$ cat src/rtl/ptw_pkg.sv
// Shared definitions for the multi-level page-table walker: FSM state
// encoding, PTE flag bit positions and address-formation shifts.
package ptw_pkg;

    typedef enum logic [1:0] {
        S_IDLE = 2'd0,
        S_REQ  = 2'd1,
        S_WAIT = 2'd2,
        S_RESP = 2'd3
    } ptw_state_e;

    localparam int PTE_V           = 0;
    localparam int PTE_R           = 1;
    localparam int PTE_W           = 2;
    localparam int PTE_X           = 3;
    localparam int PPN_SHIFT       = 10;
    localparam int PTE_ENTRY_SHIFT = 2;

    // A PTE is a leaf when it is valid and grants at least one of R/W/X.
    function automatic logic pte_is_leaf(input logic [3:0] flags);
        return flags[PTE_V] & (flags[PTE_R] | flags[PTE_W] | flags[PTE_X]);
    endfunction

endpackage

$ cat src/rtl/ptw_walk_cache.sv
// Single-entry walk cache: remembers the next-level table base for the most
// recent valid non-leaf root PTE, keyed by the root VPN. Only instantiated
// when PTW_WALK_CACHE_EN is defined.
module ptw_walk_cache #(
    parameter int unsigned ADDR_WIDTH = 32,
    parameter int unsigned VPN_WIDTH  = 10
) (
    input  logic                  clk,
    input  logic                  rst,
    input  logic                  flush_i,
    input  logic                  fill_i,
    input  logic [VPN_WIDTH-1:0]  fill_vpn_i,
    input  logic [ADDR_WIDTH-1:0] fill_base_i,
    input  logic [VPN_WIDTH-1:0]  lookup_vpn_i,
    output logic                  hit_o,
    output logic [ADDR_WIDTH-1:0] base_o
);

    logic                  valid_q, valid_d;
    logic [VPN_WIDTH-1:0]  vpn_q, vpn_d;
    logic [ADDR_WIDTH-1:0] base_q, base_d;

    // Next-state: fill on a root non-leaf, flush overrides a same-cycle fill.
    always_comb begin
        valid_d = valid_q;
        vpn_d   = vpn_q;
        base_d  = base_q;
        if (fill_i) begin
            valid_d = 1'b1;
            vpn_d   = fill_vpn_i;
            base_d  = fill_base_i;
        end
        if (flush_i) begin
            valid_d = 1'b0;
        end
    end

    // Entry storage.
    always_ff @(posedge clk) begin
        if (rst) begin
            valid_q <= 1'b0;
            vpn_q   <= '0;
            base_q  <= '0;
        end else begin
            valid_q <= valid_d;
            vpn_q   <= vpn_d;
            base_q  <= base_d;
        end
    end

    assign hit_o  = valid_q && (vpn_q == lookup_vpn_i);
    assign base_o = base_q;

endmodule

$ cat src/rtl/ptw_multilevel.sv
// Parametrised radix page-table walker between the TLB miss path and memory.
// One walk at a time, single outstanding memory read. Optional single-entry
// root walk cache enabled by defining PTW_WALK_CACHE_EN.
//
// Handshakes: every valid/ready pair transfers on a rising edge where both are
// high; a source holds valid and its payload stable until that edge, and a
// sink may raise or drop ready freely. All outputs here are registered.
module ptw_multilevel
    import ptw_pkg::*;
#(
    parameter int unsigned           ADDR_WIDTH  = 32,
    parameter int unsigned           PTE_WIDTH   = 32,
    parameter int unsigned           LEVELS      = 2,
    parameter int unsigned           VPN_WIDTH   = 10,
    parameter int unsigned           PAGE_OFFSET = 12,
    parameter logic [ADDR_WIDTH-1:0] ROOT_BASE   = 32'h400,
    localparam int unsigned          VA_W        = PAGE_OFFSET + LEVELS * VPN_WIDTH,
    localparam int unsigned          LVL_W       = (LEVELS > 1) ? $clog2(LEVELS) : 1
) (
    input  logic                  clk,
    input  logic                  rst,
    input  logic                  ptw_req_valid_i,
    output logic                  ptw_req_ready_o,
    input  logic [VA_W-1:0]       ptw_vaddr_i,
    input  logic                  ptw_flush_i,
    output logic                  ptw_resp_valid_o,
    input  logic                  ptw_resp_ready_i,
    output logic [PTE_WIDTH-1:0]  ptw_pte_o,
    output logic [LVL_W-1:0]      ptw_level_o,
    output logic                  ptw_fault_o,
    output logic                  mem_req_valid_o,
    input  logic                  mem_req_ready_i,
    output logic [ADDR_WIDTH-1:0] mem_addr_o,
    input  logic                  mem_resp_valid_i,
    output logic                  mem_resp_ready_o,
    input  logic [PTE_WIDTH-1:0]  mem_data_i
);

    localparam logic [LVL_W-1:0] ROOT_LVL = LVL_W'(LEVELS - 1);
    localparam logic [LVL_W-1:0] SKIP_LVL = LVL_W'((LEVELS > 1) ? LEVELS - 2 : 0);

    ptw_state_e            state_q;
    logic [VA_W-1:0]       vaddr_q;
    logic [LVL_W-1:0]      walk_lvl_q;
    logic                  req_ready_q;
    logic                  mem_req_valid_q;
    logic                  mem_resp_ready_q;
    logic [ADDR_WIDTH-1:0] mem_addr_q;
    logic                  resp_valid_q;
    logic [PTE_WIDTH-1:0]  pte_q;
    logic [LVL_W-1:0]      level_q;
    logic                  fault_q;

    // VPN slice used to index the table at a given level.
    function automatic logic [VPN_WIDTH-1:0] vpn_at(input logic [VA_W-1:0] va,
                                                    input logic [LVL_W-1:0] lvl);
        logic [VA_W-1:0] s;
        s = va >> (PAGE_OFFSET + 32'(lvl) * VPN_WIDTH);
        return s[VPN_WIDTH-1:0];
    endfunction

    function automatic logic [ADDR_WIDTH-1:0] entry_addr(input logic [ADDR_WIDTH-1:0] base,
                                                         input logic [VPN_WIDTH-1:0]  vpn);
        return base + (ADDR_WIDTH'(vpn) << PTE_ENTRY_SHIFT);
    endfunction

    logic                  rsp_v;
    logic                  rsp_leaf;
    logic [ADDR_WIDTH-1:0] next_base;
    logic                  walk_fill;
    logic                  start_hit;
    logic [ADDR_WIDTH-1:0] cache_base;
    logic [LVL_W-1:0]      start_lvl;
    logic [ADDR_WIDTH-1:0] start_base;

    assign rsp_v     = mem_data_i[PTE_V];
    assign rsp_leaf  = pte_is_leaf(mem_data_i[3:0]);
    assign next_base = ADDR_WIDTH'({mem_data_i[PTE_WIDTH-1:PPN_SHIFT], {PPN_SHIFT{1'b0}}});
    // Root-level pointer PTE that is about to be followed.
    assign walk_fill = (state_q == S_WAIT) && mem_resp_valid_i && rsp_v && !rsp_leaf &&
                       (walk_lvl_q == ROOT_LVL) && (LEVELS > 1);

`ifdef PTW_WALK_CACHE_EN
    logic                 cache_hit;
    logic [VPN_WIDTH-1:0] fill_vpn;
    logic [VPN_WIDTH-1:0] lookup_vpn;

    assign fill_vpn   = vpn_at(vaddr_q, ROOT_LVL);
    assign lookup_vpn = vpn_at(ptw_vaddr_i, ROOT_LVL);

    ptw_walk_cache #(
        .ADDR_WIDTH (ADDR_WIDTH),
        .VPN_WIDTH  (VPN_WIDTH)
    ) u_walk_cache (
        .clk          (clk),
        .rst          (rst),
        .flush_i      (ptw_flush_i),
        .fill_i       (walk_fill),
        .fill_vpn_i   (fill_vpn),
        .fill_base_i  (next_base),
        .lookup_vpn_i (lookup_vpn),
        .hit_o        (cache_hit),
        .base_o       (cache_base)
    );

    assign start_hit = cache_hit && (LEVELS > 1);
`else
    logic unused_cfg;
    assign unused_cfg = ptw_flush_i ^ walk_fill;
    assign start_hit  = 1'b0;
    assign cache_base = '0;
`endif

    assign start_lvl  = start_hit ? SKIP_LVL : ROOT_LVL;
    assign start_base = start_hit ? cache_base : ROOT_BASE;

    // Walk FSM with all handshake and result outputs registered.
    always_ff @(posedge clk) begin
        if (rst) begin
            state_q          <= S_IDLE;
            vaddr_q          <= '0;
            walk_lvl_q       <= '0;
            req_ready_q      <= 1'b1;
            mem_req_valid_q  <= 1'b0;
            mem_resp_ready_q <= 1'b0;
            mem_addr_q       <= '0;
            resp_valid_q     <= 1'b0;
            pte_q            <= '0;
            level_q          <= '0;
            fault_q          <= 1'b0;
        end else begin
            case (state_q)
                S_IDLE: begin
                    if (ptw_req_valid_i) begin
                        vaddr_q         <= ptw_vaddr_i;
                        walk_lvl_q      <= start_lvl;
                        mem_addr_q      <= entry_addr(start_base, vpn_at(ptw_vaddr_i, start_lvl));
                        req_ready_q     <= 1'b0;
                        mem_req_valid_q <= 1'b1;
                        state_q         <= S_REQ;
                    end
                end
                S_REQ: begin
                    if (mem_req_ready_i) begin
                        mem_req_valid_q  <= 1'b0;
                        mem_resp_ready_q <= 1'b1;
                        state_q          <= S_WAIT;
                    end
                end
                S_WAIT: begin
                    if (mem_resp_valid_i) begin
                        mem_resp_ready_q <= 1'b0;
                        level_q          <= walk_lvl_q;
                        if (!rsp_v || (!rsp_leaf && walk_lvl_q == '0)) begin
                            pte_q        <= '0;
                            fault_q      <= 1'b1;
                            resp_valid_q <= 1'b1;
                            state_q      <= S_RESP;
                        end else if (rsp_leaf) begin
                            pte_q        <= mem_data_i;
                            fault_q      <= 1'b0;
                            resp_valid_q <= 1'b1;
                            state_q      <= S_RESP;
                        end else begin
                            walk_lvl_q      <= walk_lvl_q - LVL_W'(1);
                            mem_addr_q      <= entry_addr(next_base,
                                                          vpn_at(vaddr_q, walk_lvl_q - LVL_W'(1)));
                            mem_req_valid_q <= 1'b1;
                            state_q         <= S_REQ;
                        end
                    end
                end
                S_RESP: begin
                    if (ptw_resp_ready_i) begin
                        resp_valid_q <= 1'b0;
                        req_ready_q  <= 1'b1;
                        state_q      <= S_IDLE;
                    end
                end
                default: begin
                    state_q <= S_IDLE;
                end
            endcase
        end
    end

    assign ptw_req_ready_o  = req_ready_q;
    assign ptw_resp_valid_o = resp_valid_q;
    assign ptw_pte_o        = pte_q;
    assign ptw_level_o      = level_q;
    assign ptw_fault_o      = fault_q;
    assign mem_req_valid_o  = mem_req_valid_q;
    assign mem_addr_o       = mem_addr_q;
    assign mem_resp_ready_o = mem_resp_ready_q;

endmodule

$ cat config.mk
export PLATFORM = sky130hd
export DESIGN_NAME = ptw_multilevel
export DESIGN_NICKNAME = d
export VERILOG_FILES = /design/src/rtl/ptw_pkg.sv /design/src/rtl/ptw_walk_cache.sv /design/src/rtl/ptw_multilevel.sv
export SDC_FILE = /design/constraint.sdc
export NUM_CORES = 1
export LEC_CHECK = 0
export ABC_CLOCK_PERIOD_IN_PS = 7800
export CAP_MARGIN = 20
export CORE_UTILIZATION = 24
export CTS_BUF_LIST = sky130_fd_sc_hd__clkbuf_8
export DETAILED_ROUTE_END_ITERATION = 7
export PLACE_DENSITY = 0.44
export REMOVE_ABC_BUFFERS = 1
export SLEW_MARGIN = 10
export SYNTH_ARGS = -nofsm -noshare
export SYNTH_HDL_FRONTEND = slang
export SYNTH_SLANG_ARGS = --single-unit
$ cat constraint.sdc
create_clock -name clk -period 7.8 [get_ports clk]
set_input_delay 0.78 -clock clk [delete_from_list [all_inputs] [get_ports clk]]
set_output_delay 0.78 -clock clk [all_outputs]
set_load 0.02 [all_outputs]
==> out/metrics.yaml <==
path_delay_family: "simple AND/OR/NAND/NOR gates"
outcome: "finished, final reports clean"
ff2ff_setup_slack_ns: 4.33
cts_hold_buf: 0
start_kind: "flop"
vdd_drop_max_mv: 0.0793
routed_via_density: 4.62
synth_seq_cells: 91
grt_pass1_vias: 3435
htreeDepth: 3
path_max_fanout: 14
firstDrtPassIters: 4
crit_arrival_ns: 3.79
slew_violations: 0
cp_slowest_cell: "dfxtp_1"
routabilityCongestion: 0.767
rr_endpoint: "mem_addr_o[26]$_SDFFE_PP0P_"
async_flop_share_pct: 0
clk_path_buf_depth: 2
synthTopCellsByArea: "dfxtp_1, nand2_1, a22oi_1, a21oi_1, nor2_1"
drtIter0Drc: 242
fin_hold_ws_ns: 0.455
clockRootBuffer: "clkbuf_8"
synthCells: 470
max-cap-violations: 0
ctsResizeCount: 0
period_share_pct: 44.5
holdCritPathClass: "reg2reg"
synth_enable_flop_cells: 0
post-route-util_pct: 34.6
crit_chain: "mux2_2 -> ha_1 -> inv_1 -> fa_1 -> nand4b_2 -> or4_1 -> or4_1 -> nand3_1"
max_stage_delay_ns: 0.85
slew_headroom_pct: 29.0
hold_viol_final: 0
tns_ns: 0
die_w_um: 130
clock_latency_ns: 0.37
crit_path_start: "walk_lvl_q$_SDFFE_PP0P_"
period_minus_slack_ns: 3.47
p_leak_nw: 1.89
io_buffer_count: 125
antenna_found_initial: 0
worstPathRequired_ns: 8.12
area_growth_syn_to_layout_pct: 40.2
fin_skew_ns: 0.00957
io_pins: 141
drive_gt1_share_pct: 5.18
die_area_um2: 16900
grt_max_degree: 76
worst_pin_slew_ns: 1.06
cts_tree: "built"
overflow: 0
post_cts_buffers: 0
ant_nets: 0
cts.sinks: 91
synth-seq-area-share_pct: 46.3
grt_usage_pct: 14.5
antenna_cells: 0
worstReg2RegStart: "walk_lvl_q$_SDFFE_PP0P_"
synth_warnings: 0
power_uw: 930
rsz0062_at_grt: "no"
synth_ff_type: "dfxtp_1"
critPathCaptureType: "flop"
endpoint: "mem_addr_o[26]$_SDFFE_PP0P_"
row_count: 46
finalSetupViolCount: 0
max_freq_mhz: 288
critPathBufInv: 1
drc: 0
crit_type: "reg2reg"
coreArea_um2: 15900
wl_per_cell_um: 15.0
cts_buffers: 9
crit_path_frequent_cell: "or4_1"
die_height_um: 130
yosysUniqueCellTypes: 47
clk_pin_slew_ns: 0.09
fin_nets: 651
reg2reg_depth: 8
syn-cell-area_um2: 3930
wl_mm: 11.9
dpl.hpwl_mm: 8.15
avgSynthCellArea_um2: 8.37
cp_num_cells: 8
power_density_nw_per_um2: 169
start_util_pct: 24.7
routed-via-count: 3674
synth_area_leader_cell: "dfxtp_1"
synth_top_area_share_pct: 46.3
grt_pass1_wl_mm: 18.7
## worst min-delay path by stage
stage                                 from                           to  cells past startpoint
2_1_floorplan     vaddr_q[20]$_SDFFE_PP0P_     vaddr_q[20]$_SDFFE_PP0P_                      2
3_3_place_gp   mem_addr_o[24]$_SDFFE_PP0P_  mem_addr_o[24]$_SDFFE_PP0P_                      2
3_5_place_dp   mem_addr_o[28]$_SDFFE_PP0P_  mem_addr_o[28]$_SDFFE_PP0P_                      2
4_1_cts           vaddr_q[23]$_SDFFE_PP0P_     vaddr_q[23]$_SDFFE_PP0P_                      2
5_1_grt           vaddr_q[24]$_SDFFE_PP0P_     vaddr_q[24]$_SDFFE_PP0P_                      2
6_report          vaddr_q[23]$_SDFFE_PP0P_     vaddr_q[23]$_SDFFE_PP0P_                      2
## cells by family (layout without fill, tap and decap cells)
family,count (synthesis),after routing,share of synthesized area (%)
compound gates,121,121,20.0
buf+inv,49,157,4.99
simple gates,180,180,21.4
fa+ha+maj,4,4,1.46
mux,12,12,3.09
xor+xnor,12,12,2.67
flops,91,91,46.3
other cells,1,2,0.0953
## synth_stat cells (2+ instances only)
library cell,instances
a22oi_1,30
clkbuf_1,27
o311ai_0,2
dfxtp_1,91
nor4_1,2
or3_1,5
nand2b_1,2
nand3_1,15
nand2_1,72
mux2i_1,11
nor2_1,47
inv_1,11
buf_2,4
xor2_1,2
a21oi_1,42
buf_1,5
nand3b_1,2
ha_1,3
a2111o_1,8
buf_4,2
o211ai_1,9
nand4_1,3
or4_1,9
and2_1,2
xnor2_1,10
nor2b_1,4
o21ai_0,23
nor3_1,8
## where the power goes
| group | internal [mW] | switching [mW] | total [mW] |
|---|---|---|---|
| sequential | 0.483 | 0.0147 | 0.497 |
| clock | 0.109 | 0.163 | 0.272 |
| combinational | 0.0740 | 0.0868 | 0.161 |
## worst register-to-register path, cell delays in order, from the launching register on
cell and delay, ns:
dfxtp_1 0.85, mux2_2 0.30, ha_1 0.16, inv_1 0.05, fa_1 0.41, nand4b_2 0.30
or4_1 0.71, or4_1 0.53, nand3_1 0.10
## stage by stage
step	area [µm²]	instances	worst slack, ns
detailed placement	5360	780	4.17
floorplan	3780	433	4.83
global route	5520	795	4.10
CTS	5510	794	4.31
finish	5520	795	4.33
global placement	5360	780	4.19
## per-layer routing
layer	wire length, µm	share of wire (%)	track usage (%)
met3	799	6.7	5.37
met5	0	0	0
met2	5200	44	22.7
met4	90	0.76	2.87
met1	5800	49	19.1
## flip-flops by register name, summed over array words and instances (netlist names)
signal / flops
mem_req_valid_o: 1
mem_resp_ready_o: 1
ptw_level_o: 1
vaddr_q: 20
mem_addr_o: 30
ptw_fault_o: 1
ptw_pte_o: 32
ptw_req_ready_o: 1
ptw_resp_valid_o: 1
state_q: 2
walk_lvl_q: 1
## cell usage in the layout (no fill, tap or decap), types with 3 or more instances in the layout
cell type / instances
a2111o_1: 8
a21oi_1: 42
a22oi_1: 30
buf_4: 7
clkbuf_8: 9
clkdlybuf4s50_1: 124
clkinv_2: 4
dfxtp_1: 91
ha_1: 3
inv_1: 12
mux2i_1: 11
nand2_1: 72
nand3_1: 15
nand4_1: 3
nor2_1: 47
nor2b_1: 4
nor3_1: 8
o211ai_1: 9
o21ai_0: 23
or3_1: 5
or4_1: 9
xnor2_1: 10
## final cells by class
cell class	count	area, µm²
flip-flops and latches	91	1820
repair buffers	132	1300
fillers	1670	10400
inverters	11	41.3
clock buffers	9	124
well taps	216	270
multi-input cells	331	1940
clock inverters	5	23.8
No activity file was read; power rests on OpenSTA's default activity.
